$ cat src/rtl/ro_freq_counter.sv
// Ring-oscillator frequency counter: counts synchronized rising edges of ro_in over a gated window.
// Optional byte readout mux enabled by defining RO_FREQ_BYTE_MUX_EN.
module ro_freq_counter #(
    parameter int GATE_CYCLES = 1000,
    parameter int CNT_W       = 16,
    parameter int SYNC_STAGES = 2
) (
    input  logic             clk,
    input  logic             rst,
    input  logic             ro_in,
    input  logic             start,
    input  logic             cont,
`ifdef RO_FREQ_BYTE_MUX_EN
    input  logic [1:0]       byte_sel,
    output logic [7:0]       byte_out,
`endif
    output logic             busy,
    output logic [CNT_W-1:0] count_out,
    output logic             count_valid,
    output logic             overflow
);

    localparam int GW = (GATE_CYCLES > 1) ? $clog2(GATE_CYCLES) : 1;
    localparam logic [GW-1:0]    GATE_LAST = GW'(GATE_CYCLES - 1);
    localparam logic [CNT_W-1:0] CNT_MAX   = '1;

    typedef enum logic [1:0] {IDLE, ARM, COUNT, DONE} state_t;

    state_t state, state_nxt;

    logic [SYNC_STAGES-1:0] sync_p0;
    logic                   hist_p1;
    logic                   rise;
    logic [GW-1:0]          gate_cnt;
    logic [CNT_W-1:0]       edge_cnt;
    logic                   win_ovf;
    logic [CNT_W:0]         inc;
    logic [CNT_W-1:0]       edge_nxt;
    logic                   ovf_nxt;
    logic                   last_gate;

    // Returns {saturated, value}; the counter sticks at all-ones instead of wrapping.
    function automatic logic [CNT_W:0] sat_inc(input logic [CNT_W-1:0] v);
        if (v == CNT_MAX)
            return {1'b1, v};
        else
            return {1'b0, v + CNT_W'(1)};
    endfunction

    // Synchronizer stages followed by the history flop for edge detection
    always_ff @(posedge clk) begin
        if (rst) begin
            sync_p0 <= '0;
            hist_p1 <= 1'b0;
        end else begin
            sync_p0 <= {sync_p0[SYNC_STAGES-2:0], ro_in};
            hist_p1 <= sync_p0[SYNC_STAGES-1];
        end
    end

    assign rise      = sync_p0[SYNC_STAGES-1] & ~hist_p1;
    assign last_gate = (gate_cnt == GATE_LAST);

    always_ff @(posedge clk) begin
        if (rst)
            state <= IDLE;
        else
            state <= state_nxt;
    end

    always_comb begin
        state_nxt = state;
        case (state)
            IDLE:    if (start || cont) state_nxt = ARM;
            ARM:     state_nxt = COUNT;
            COUNT:   if (last_gate) state_nxt = DONE;
            DONE:    state_nxt = cont ? ARM : IDLE;
            default: state_nxt = IDLE;
        endcase
    end

    always_comb begin
        inc      = sat_inc(edge_cnt);
        edge_nxt = edge_cnt;
        ovf_nxt  = win_ovf;
        if (state == COUNT && rise) begin
            edge_nxt = inc[CNT_W-1:0];
            ovf_nxt  = win_ovf | inc[CNT_W];
        end
    end

    // Window counters; the final COUNT cycle's edge is folded into the result
    always_ff @(posedge clk) begin
        if (rst) begin
            gate_cnt  <= '0;
            edge_cnt  <= '0;
            win_ovf   <= 1'b0;
            count_out <= '0;
            overflow  <= 1'b0;
        end else begin
            case (state)
                ARM: begin
                    gate_cnt <= '0;
                    edge_cnt <= '0;
                    win_ovf  <= 1'b0;
                end
                COUNT: begin
                    if (!last_gate)
                        gate_cnt <= gate_cnt + GW'(1);
                    edge_cnt <= edge_nxt;
                    win_ovf  <= ovf_nxt;
                    if (last_gate) begin
                        count_out <= edge_nxt;
                        overflow  <= ovf_nxt;
                    end
                end
                default: ;
            endcase
        end
    end

    assign busy        = (state != IDLE);
    assign count_valid = (state == DONE);

`ifdef RO_FREQ_BYTE_MUX_EN
    logic [15:0] count_lo16;

    assign count_lo16 = 16'(count_out);

    always_comb begin
        byte_out = 8'hA5;
        case (byte_sel)
            2'd0:    byte_out = count_lo16[7:0];
            2'd1:    byte_out = count_lo16[15:8];
            2'd2:    byte_out = {7'b0, overflow};
            default: byte_out = 8'hA5;
        endcase
    end
`endif

endmodule

$ cat config.mk
export PLATFORM = sky130hd
export DESIGN_NAME = ro_freq_counter
export DESIGN_NICKNAME = d
export VERILOG_FILES = /design/src/rtl/ro_freq_counter.sv
export SDC_FILE = /design/constraint.sdc
export NUM_CORES = 1
export LEC_CHECK = 0
export CORE_MARGIN = 2
export CORE_UTILIZATION = 51
export CTS_CLUSTER_DIAMETER = 50
export CTS_CLUSTER_SIZE = 40
export DETAILED_ROUTE_END_ITERATION = 6
export PLACE_DENSITY = 0.76
export SYNTH_ARGS = -nofsm -noshare
export SYNTH_HDL_FRONTEND = slang
export SYNTH_SLANG_ARGS = --single-unit
$ cat constraint.sdc
create_clock -name clk -period 1.86 [get_ports clk]
set_input_delay 0.279 -clock clk [delete_from_list [all_inputs] [get_ports clk]]
set_output_delay 0.279 -clock clk [all_outputs]
set_load 0.01 [all_outputs]
# Yosys cells after proc, flatten, opt, wreduce, memory -nomap -nowiden

Cells that the tools add are included.

Reduce and logical (&&, ||, !) cells: 8
Eq/ne operators: 8
Multiplexer cells: 11
Bitwise operators: 3
Add/subtract/negate cells: 2

Operators with widths:

| kind                    | count |
|---|---|
| $pmux W16 S2            | 1 |
| $pmux W10 S2            | 1 |
| $mux W17                | 1 |
| $add A16 B1 Y16 const B | 1 |
| $eq A16 B16 Y1 const B  | 1 |
| $mux W16                | 1 |
| $add A10 B1 Y10 const B | 1 |
| $eq A10 B10 Y1 const B  | 1 |
| $mux W10                | 1 |
| $pmux W2 S4             | 1 |
| $ne A2 B2 Y1 const B    | 3 |
| $reduce_and A2 Y1       | 3 |
| $eq A2 B2 Y1 const B    | 2 |
| $mux W2                 | 2 |
| $reduce_bool A2 Y1      | 2 |
| $eq A2 B1 Y1 const B    | 1 |
| $logic_not A2 Y1        | 1 |
| $mux W1                 | 2 |
| $pmux W1 S2             | 1 |
| $and A1 B1 Y1           | 1 |
| $logic_and A1 B1 Y1     | 1 |
| $logic_or A1 B1 Y1      | 1 |
| $not A1 Y1              | 1 |
| $or A1 B1 Y1            | 1 |

Register bits after elaboration: 49
Output and inout port bits: 19
Input bits: 5
Logic and storage cells: 40

# Longest topological paths before layout

Gate-level depths: netlist of run 1.

Depth after elaboration: 5
Depth in mapped cells: 8
Depth with buffers taken out: 7

# Least setup slack after synthesis of run 1

Ideal clock, no wire load.

Path type: reg-to-reg
Start: reg state[0]
End: reg edge_cnt[12]
Arrival time: 1.963 ns
Path buffers: 0
Required time: 1.773 ns
Setup slack: -0.190 ns
Clock period less this slack: 2.050 ns
Stages on the path, launching flop included: 8
Setup time: 0.087 ns
Path through: dfxtp_1 > inv_1 > ha_1 > nand3b_1 > nor4_4 > mux2_2 > or3_1 > o31ai_1

Longest elaborated chain between the ends: 4
Elaborated cells on any way between the ends: 6
Those cells by class: eq/ne: 2; mux: 2; reduce/logical: 2

Ends and longest elaborated chain:

| element                | RTL line | RTL |
|---|---|---|
| from (decl)            | 29       | `state_t state, state_nxt;` |
| from (signal assigned) | 68       | `state <= state_nxt;` |
| $eq A2 B2 Y1           | 86, 101  |  |
| $logic_and A1 B1 Y1    | 86       | `if (state == COUNT && rise) begin` |
| $mux W16               | 86       |  |
| $pmux W16 S2           | 101      | `case (state)` |
| to (signal assigned)   | 110      | `edge_cnt <= edge_nxt;` |
| to (decl)              | 35       | `logic [CNT_W-1:0] edge_cnt;` |

Parallel ways exist; a longest one is shown, timed or not.
A chain may end at the register's enable or synchronous reset.

# Worst setup path after layout of run 1

Start: reg edge_cnt[8]
End: reg edge_cnt[11]

Longest elaborated chain between the ends: 4
Elaborated cells on any way between the ends: 5
Those cells by class: add/sub: 1; eq/ne: 1; mux: 3

Ends and longest elaborated chain:

| element                                                  | RTL line | RTL |
|---|---|---|
| $add A16 B1 Y16 / $eq A16 B16 Y1 (equally long branches) | 47, 44   |  |
| $mux W17 *                                               | 44       | `if (v == CNT_MAX)` |
| $mux W16 *                                               | 86       |  |
| $pmux W16 S2 *                                           | 101      |  |

Every way passes the cells marked *; elsewhere a longest branch is shown, timed or not.

==> run_results.csv, run 1 <==
group,metric,value,unit
status,run_status,"complete, no violations",
logic_synthesis,yosys.area_share.simple,0.295,
route,drt_first_iter_violations,179,
logic_synthesis,synth_area_per_cell,8.55,µm²
grt,grt_pass1_wl,10200,µm
finish,drive_above_1_share,0.198,
pwr,p_total,2.45,mW
finish,instances_no_fill,416,
clock_tree,cts_hold_buf,0,
grt,groute.usage.overall,0.239,
sta,setup_viol,0,
logic_synthesis,ys_warn_count,0,
sta,skew,0.00897,ns
clock_tree,cts_buffer_depth,2,
grt,grt_max_degree,27,
finish,diodes,0,
sta,drv_slew,0,
floorplanning,die-area,5610,µm²
logic_synthesis,syn-num-nets,312,
route,routedWlPerCell,15.3,µm
grt,grt_pass1_vias,2153,
logic_synthesis,ys_seq_area_frac,0.382,
pwr,peakVddDrop,0.000713,V
finish,final_util,0.675,
worst_setup_path,critical_path_class,"flip-flop to flip-flop",
min_path,min_path_type,"flip-flop to flip-flop",
logic_synthesis,synth_ff_type,"dfxtp_1",
logic_synthesis,synth_top_family_by_area,"simple AND/OR/NAND/NOR gates",
clock_tree,cts_tree,"yes",
worst_setup_path,crit_fanout,3,
floorplanning,die_y,74.9,µm
floorplanning,start_util,0.536,
sta,fmax,547,MHz
logic_synthesis,muxShareOfSynthArea,0.0122,
clock_tree,h-tree-depth,2,
route,postRouteAntennaNets,0,
place,place_area,3070,µm²
clock_tree,cts.reportedPaths.clkPinSlew,0.09,ns
floorplanning,die_w,74.9,µm
worst_setup_path,cp-end-kind,"flip-flop",
place,io_buffer_count,23,
sta,hold_violations,0,
route,drt_pass1_iterations,4,
route,vias,2422,
job,maxCapViolations,0,
logic_synthesis,syn_area,2560,µm²
finish,finish.net_count,360,
clock_tree,cts_buffers,5,
route,wl,6380,µm
place,dp_hpwl,4530,µm
finish,area_growth,26.0,%
grt,antenna_found_initial,0,
logic_synthesis,synth_async_sr_flop_share,0,
floorplanning,core-area,4790,µm²
pwr,p_leak,1.14,nW
worst_setup_path,arrival,2.05,ns
route,vias_per_cell,5.82,
sta,setup_tns,0,ns
logic_synthesis,synth-seq-cells,49,
logic_synthesis,yosys.area_share.adder,0.0341,
logic_synthesis,synth_edf_count,0,
logic_synthesis,netlist_instances,300,
sta,slew_headroom,0.671,
sta,fin_crit_sh,0.983,
worst_setup_path,cp-start-kind,"flip-flop",
logic_synthesis,ys_types,52,
clock_tree,cts_root_buf,"clkbuf_8",
sta,worst_pin_slew,0.489,ns
logic_synthesis,synth_compound_area_frac,0.185,
finish,final_cell_area,3230,µm²
logic_synthesis,synthXorXnorAreaFrac,0.0410,
clock_tree,clk_latency,0.31,ns
grt,grt_overflow_total,0,
floorplanning,ios,24,
clock_tree,cts.sinks,49,
place,gp_congestion,0.875,
route,drcViolationCount,0,
pwr,power_density,759,nW/µm²
sta,post-route-min-period,1.83,ns
worst_setup_path,crit_required,2.08,ns
floorplanning,rows,25,
finish,n_fill_cell,387,
sta,rsz0062_at_grt,"yes",
place,dp.cells,405,
cell usage after synthesis (2+ instances only):
cell type	count	area (µm²)
nor2b_1	3	18.8
o211ai_1	4	30.0
or3_1	6	37.5
xnor2_1	3	26.3
nor4bb_1	2	20.0
a311oi_1	2	17.5
a21oi_1	18	90.1
nand4_1	11	68.8
a31oi_1	9	56.3
dfxtp_1	49	981
a211oi_1	13	97.6
o31ai_1	2	15.0
nand2_1	22	82.6
mux2i_1	2	20.0
nand4b_1	2	17.5
o21ai_0	5	25.0
nor3_1	7	35.0
nand3_1	20	100
a211oi_2	2	25.0
nand3b_1	3	22.5
buf_6	2	22.5
inv_1	9	33.8
buf_2	6	30.0
xor2_1	9	78.8
clkbuf_1	10	37.5
ha_1	7	87.6
and4_1	5	43.8
nor2_1	28	105
nor4_1	2	12.5
o21a_1	2	15.0
nand2b_1	8	50.1
and3_1	7	43.8
sequential cells by signal, summed over array words and instances (netlist names):
name	flops
count_out	16
edge_cnt	16
gate_cnt	10
hist_p1	1
overflow	1
state	2
sync_p0	2
win_ovf	1
stage by stage:
step	hold WS, ns	worst slack (ns)
3_3_place_gp	0.418	0.0517
5_1_grt	0.484	-0.0405
2_1_floorplan	0.407	0.0125
3_5_place_dp	0.450	0.00929
6_report	0.460	0.0311
4_1_cts	0.464	0.0272
area by class of cell:
| class | count | area, µm² | share of cell area |
|---|---|---|---|
| Clock buffer | 8 | 90.1 | 0.0279 |
| Inverter | 9 | 33.8 | 0.0105 |
| Multi-Input combinational cell | 223 | 1520 | 0.472 |
| Sequential cell | 49 | 991 | 0.307 |
| Tap cell | 67 | 83.8 | 0.0259 |
| Timing Repair Buffer | 60 | 509 | 0.158 |
layer usage:
| layer | track usage | part of all wire |
|---|---|---|
| met3 | 0.0415 | 0.039 |
| met5 | 0 | 0 |
| met2 | 0.381 | 0.49 |
| met1 | 0.325 | 0.46 |
| met4 | 0.0873 | 0.014 |
cells in the final DEF (no fill, tap or decap), drive strengths merged, types with 13 or more instances in the layout:
| master | n |
|---|---|
| nand2 | 22 |
| a21oi | 18 |
| a211oi | 15 |
| nand4 | 13 |
| clkdlybuf4s50 | 21 |
| dfxtp | 49 |
| nand3 | 20 |
| nor2 | 29 |
| buf | 37 |
cell families (layout without fill, tap and decap cells):
family	count (synthesis)	in the layout
compound gates	67	67
mux	3	3
simple gates	134	134
fa+ha+maj	7	7
flops	49	49
buf+inv	28	77
xor+xnor	12	12
worst paths after layout:
path                    start      endpoint  slack (ns)  cells past startpoint
setup reg to reg  edge_cnt[8]  edge_cnt[11]        0.03                      6
hold reg to reg    sync_p0[0]    sync_p0[1]        0.46                      1
hold / removal     sync_p0[0]    sync_p0[1]        0.46                      1
setup / recovery  edge_cnt[8]  edge_cnt[11]        0.03                      6
power by group:
| group | total, mW | switching (mW) | internal (mW) |
|---|---|---|---|
| Sequential | 1.10 | 0.0240 | 1.08 |
| Clock | 0.667 | 0.363 | 0.304 |
| Combinational | 0.686 | 0.418 | 0.268 |
repair_timing:
item / in CTS / in global routing
pin swaps: 0 / 4
gates resized for setup: 1 / 13
buffers inserted: 1 / 2
endpoints found under the setup margin: 3 / 24
worst max-delay path: stages (launching register included):
cell      delay, ns
dfxtp_1        0.39
nand4_2        0.18
buf_4          0.19
nor4_1         0.47
buf_4          0.20
a21oi_1        0.06
a211oi_1       0.23
Note: power is estimated with default switching activity, not from simulation.
==> run 2: changes to the inputs <==
--- a/config.mk
+++ b/config.mk
@@ -5,11 +5,14 @@
 export SDC_FILE = /design/constraint.sdc
 export NUM_CORES = 1
 export LEC_CHECK = 0
+export CAP_MARGIN = 30
+export CORE_ASPECT_RATIO = 1.2
 export CORE_MARGIN = 2
 export CORE_UTILIZATION = 51
 export CTS_CLUSTER_DIAMETER = 50
 export CTS_CLUSTER_SIZE = 40
 export DETAILED_ROUTE_END_ITERATION = 6
+export MAX_ROUTING_LAYER = met4
 export PLACE_DENSITY = 0.76
 export SYNTH_ARGS = -nofsm -noshare
 export SYNTH_HDL_FRONTEND = slang
==> run 2 against run 1 <==
  * Largest power group unchanged
  * Global-route usage up 0.58 points
  * Clock-buffer cell count down 2
  * Register-to-register slack worse by 0.02 ns
  * Power up 5.1%
  * Maximum frequency decreased by 0.87%
  * Non-clock buffer count unchanged
  * Sequential power is essentially flat
==> run_results.csv, run 2 (synthesis gave the netlist of run 1 again) <==
group,metric,value,unit
sta,hold_violations,0,
sta,skew,0.0139,ns
grt,antenna_found_initial,0,
grt,groute.usage.overall,0.245,
route,postRouteAntennaNets,0,
clock_tree,cts_buffers,5,
worst_setup_path,r2r_start,"state[0]",
place,gp_congestion,0.861,
pwr,power_density,785,nW/µm²
sta,fmax,542,MHz
sta,setup_viol,0,
clock_tree,cts.reportedPaths.clkPinSlew,0.09,ns
grt,grt_overflow_total,0,
sta,rsz0062_at_grt,"yes",
grt,grt_pass1_wl,10300,µm
min_path,min_from,"sync_p0[0]",
pwr,comb_power_share,0.262,
finish,final_util,0.670,
pwr,swShare,0.313,
finish,n_fill_cell,408,
min_path,min_path_type,"flip-flop to flip-flop",
floorplanning,ios,24,
place,dp_hpwl,4520,µm
worst_setup_path,crit_path_end,"edge_cnt[5]",
clock_tree,clk_latency,0.31,ns
sta,fin_crit_sh,0.992,
grt,grt_max_degree,27,
route,drt_pass1_iterations,4,
finish,area_growth,28.0,%
sta,setup_ws,0.0151,ns
worst_setup_path,r2r_cells,8,
finish,drive_above_1_share,0.203,
worst_setup_path,crit_fanout,5,
sta,drv_slew,0,
route,drt_first_iter_violations,149,
worst_setup_path,cp-start-kind,"flip-flop",
place,io_buffer_count,23,
route,vias,2444,
worst_setup_path,arrival,2.05,ns
finish,diodes,0,
route,routedWlPerCell,15.5,µm
route,wl,6340,µm
floorplanning,rows,28,
finish,top_regs,"count_out (16), edge_cnt (16), gate_cnt (10)",
floorplanning,die_y,81.7,µm
pwr,p_leak,1.15,nW
clock_tree,cts_root_buf,"clkbuf_8",
min_path,min_path_cells,1,
sta,worst_pin_slew,0.370,ns
sta,post-route-min-period,1.84,ns
floorplanning,die_w,68.7,µm
job,maxCapViolations,0,
clock_tree,cts_hold_buf,0,
pwr,p_int,1.77,mW
worst_setup_path,r2r_end,"edge_cnt[5]",
grt,grt_pass1_vias,2242,
status,run_status,"complete, no violations",
finish,multiInputGateArea,1530,µm²
clock_tree,cts_buffer_depth,2,
sta,slew_headroom,0.750,
worst_setup_path,crit_required,2.07,ns
worst_setup_path,cp-end-kind,"flip-flop",
pwr,switchingPower,0.807,mW
worst_setup_path,critical_path_class,"flip-flop to flip-flop",
worst_setup_path,setup.worst_path.start,"state[0]",
floorplanning,core-area,4900,µm²
finish,seq_area,991,µm²
route,vias_per_cell,5.98,
place,place_ws,-0.00708,ns
worst_setup_path,ff2ff_setup_slack,0.02,ns
finish,layout_common_cells,"dfxtp_1 (45), buf_4 (34), nor2_1 (27), nand2_1 (22), clkdlybuf4s50_1 (22)",
floorplanning,die-area,5620,µm²
clock_tree,h-tree-depth,2,
pwr,clock_power_share,0.312,
finish,finish.net_count,360,
floorplanning,start_util,0.523,
route,drcViolationCount,0,
clock_tree,cts_tree,"yes",
clock_tree,cts.sinks,49,
pwr,seqPwrFrac,0.426,
finish,layout_commonest_cell,"dfxtp_1",
pwr,peakVddDrop,0.000776,V
run 2: area by class of cell:
| class | count | area share |
|---|---|---|
| multi-input combinational | 223 | 0.466 |
| inverter | 9 | 0.0103 |
| clock inverter | 2 | 0.0110 |
| clock buffer | 6 | 0.0251 |
| sequential | 49 | 0.302 |
| tap | 60 | 0.0229 |
| timing repair buffer | 60 | 0.163 |
run 2: worst min-delay path by stage:
stage	endpoint	slack, ns
after global routing	sync_p0[1]	0.46
final	sync_p0[1]	0.44
after CTS	sync_p0[1]	0.45
after floorplan	sync_p0[0]	0.41
after detailed placement	sync_p0[1]	0.43
after global placement	sync_p0[1]	0.42
run 2: power by group through the flow:
stage | sequential (mW) | clock [mW] | combinational [mW]
5_1_grt | 1.10 | 0.855 | 0.744
6_report | 1.10 | 0.804 | 0.676
4_1_cts | 1.09 | 0.813 | 0.651
3_5_place_dp | 1.12 | 0 | 0.648
2_1_floorplan | 1.12 | 0 | 0.418
3_3_place_gp | 1.11 | 0 | 0.639
run 2: stage by stage:
stage	cell area, µm²	power (mW)	hold slack [ns]	std cells	TNS [ns]
global placement	3070	1.75	0.419	396	0
CTS	3190	2.55	0.446	405	0
global route	3280	2.70	0.463	409	-0.249
finish	3280	2.58	0.442	409	0
detailed placement	3070	1.76	0.425	396	-0.00708
floorplan	2590	1.54	0.407	300	0
run 2: routing by layer:
metal  routed length, µm  global-route usage
met3                 291              0.0452
met5                   0                   -
met4                  91              0.0824
met1                2740               0.302
met2                3220               0.400
run 2: worst max-delay path, cell delays in order, from the launching register on:
cell and delay (ns):
dfxtp_2 0.33, inv_2 0.07, ha_4 0.15, nand4b_1 0.25, nor2_4 0.25, buf_6 0.12
o31ai_2 0.08, or4_1 0.41, o311ai_1 0.08
run 2: timing repair:
action | in CTS | in global routing
gates resized for setup | 1 | 13
pin swaps | 0 | 4
setup buffers | 1 | 4
endpoints found under the setup margin | 3 | 15
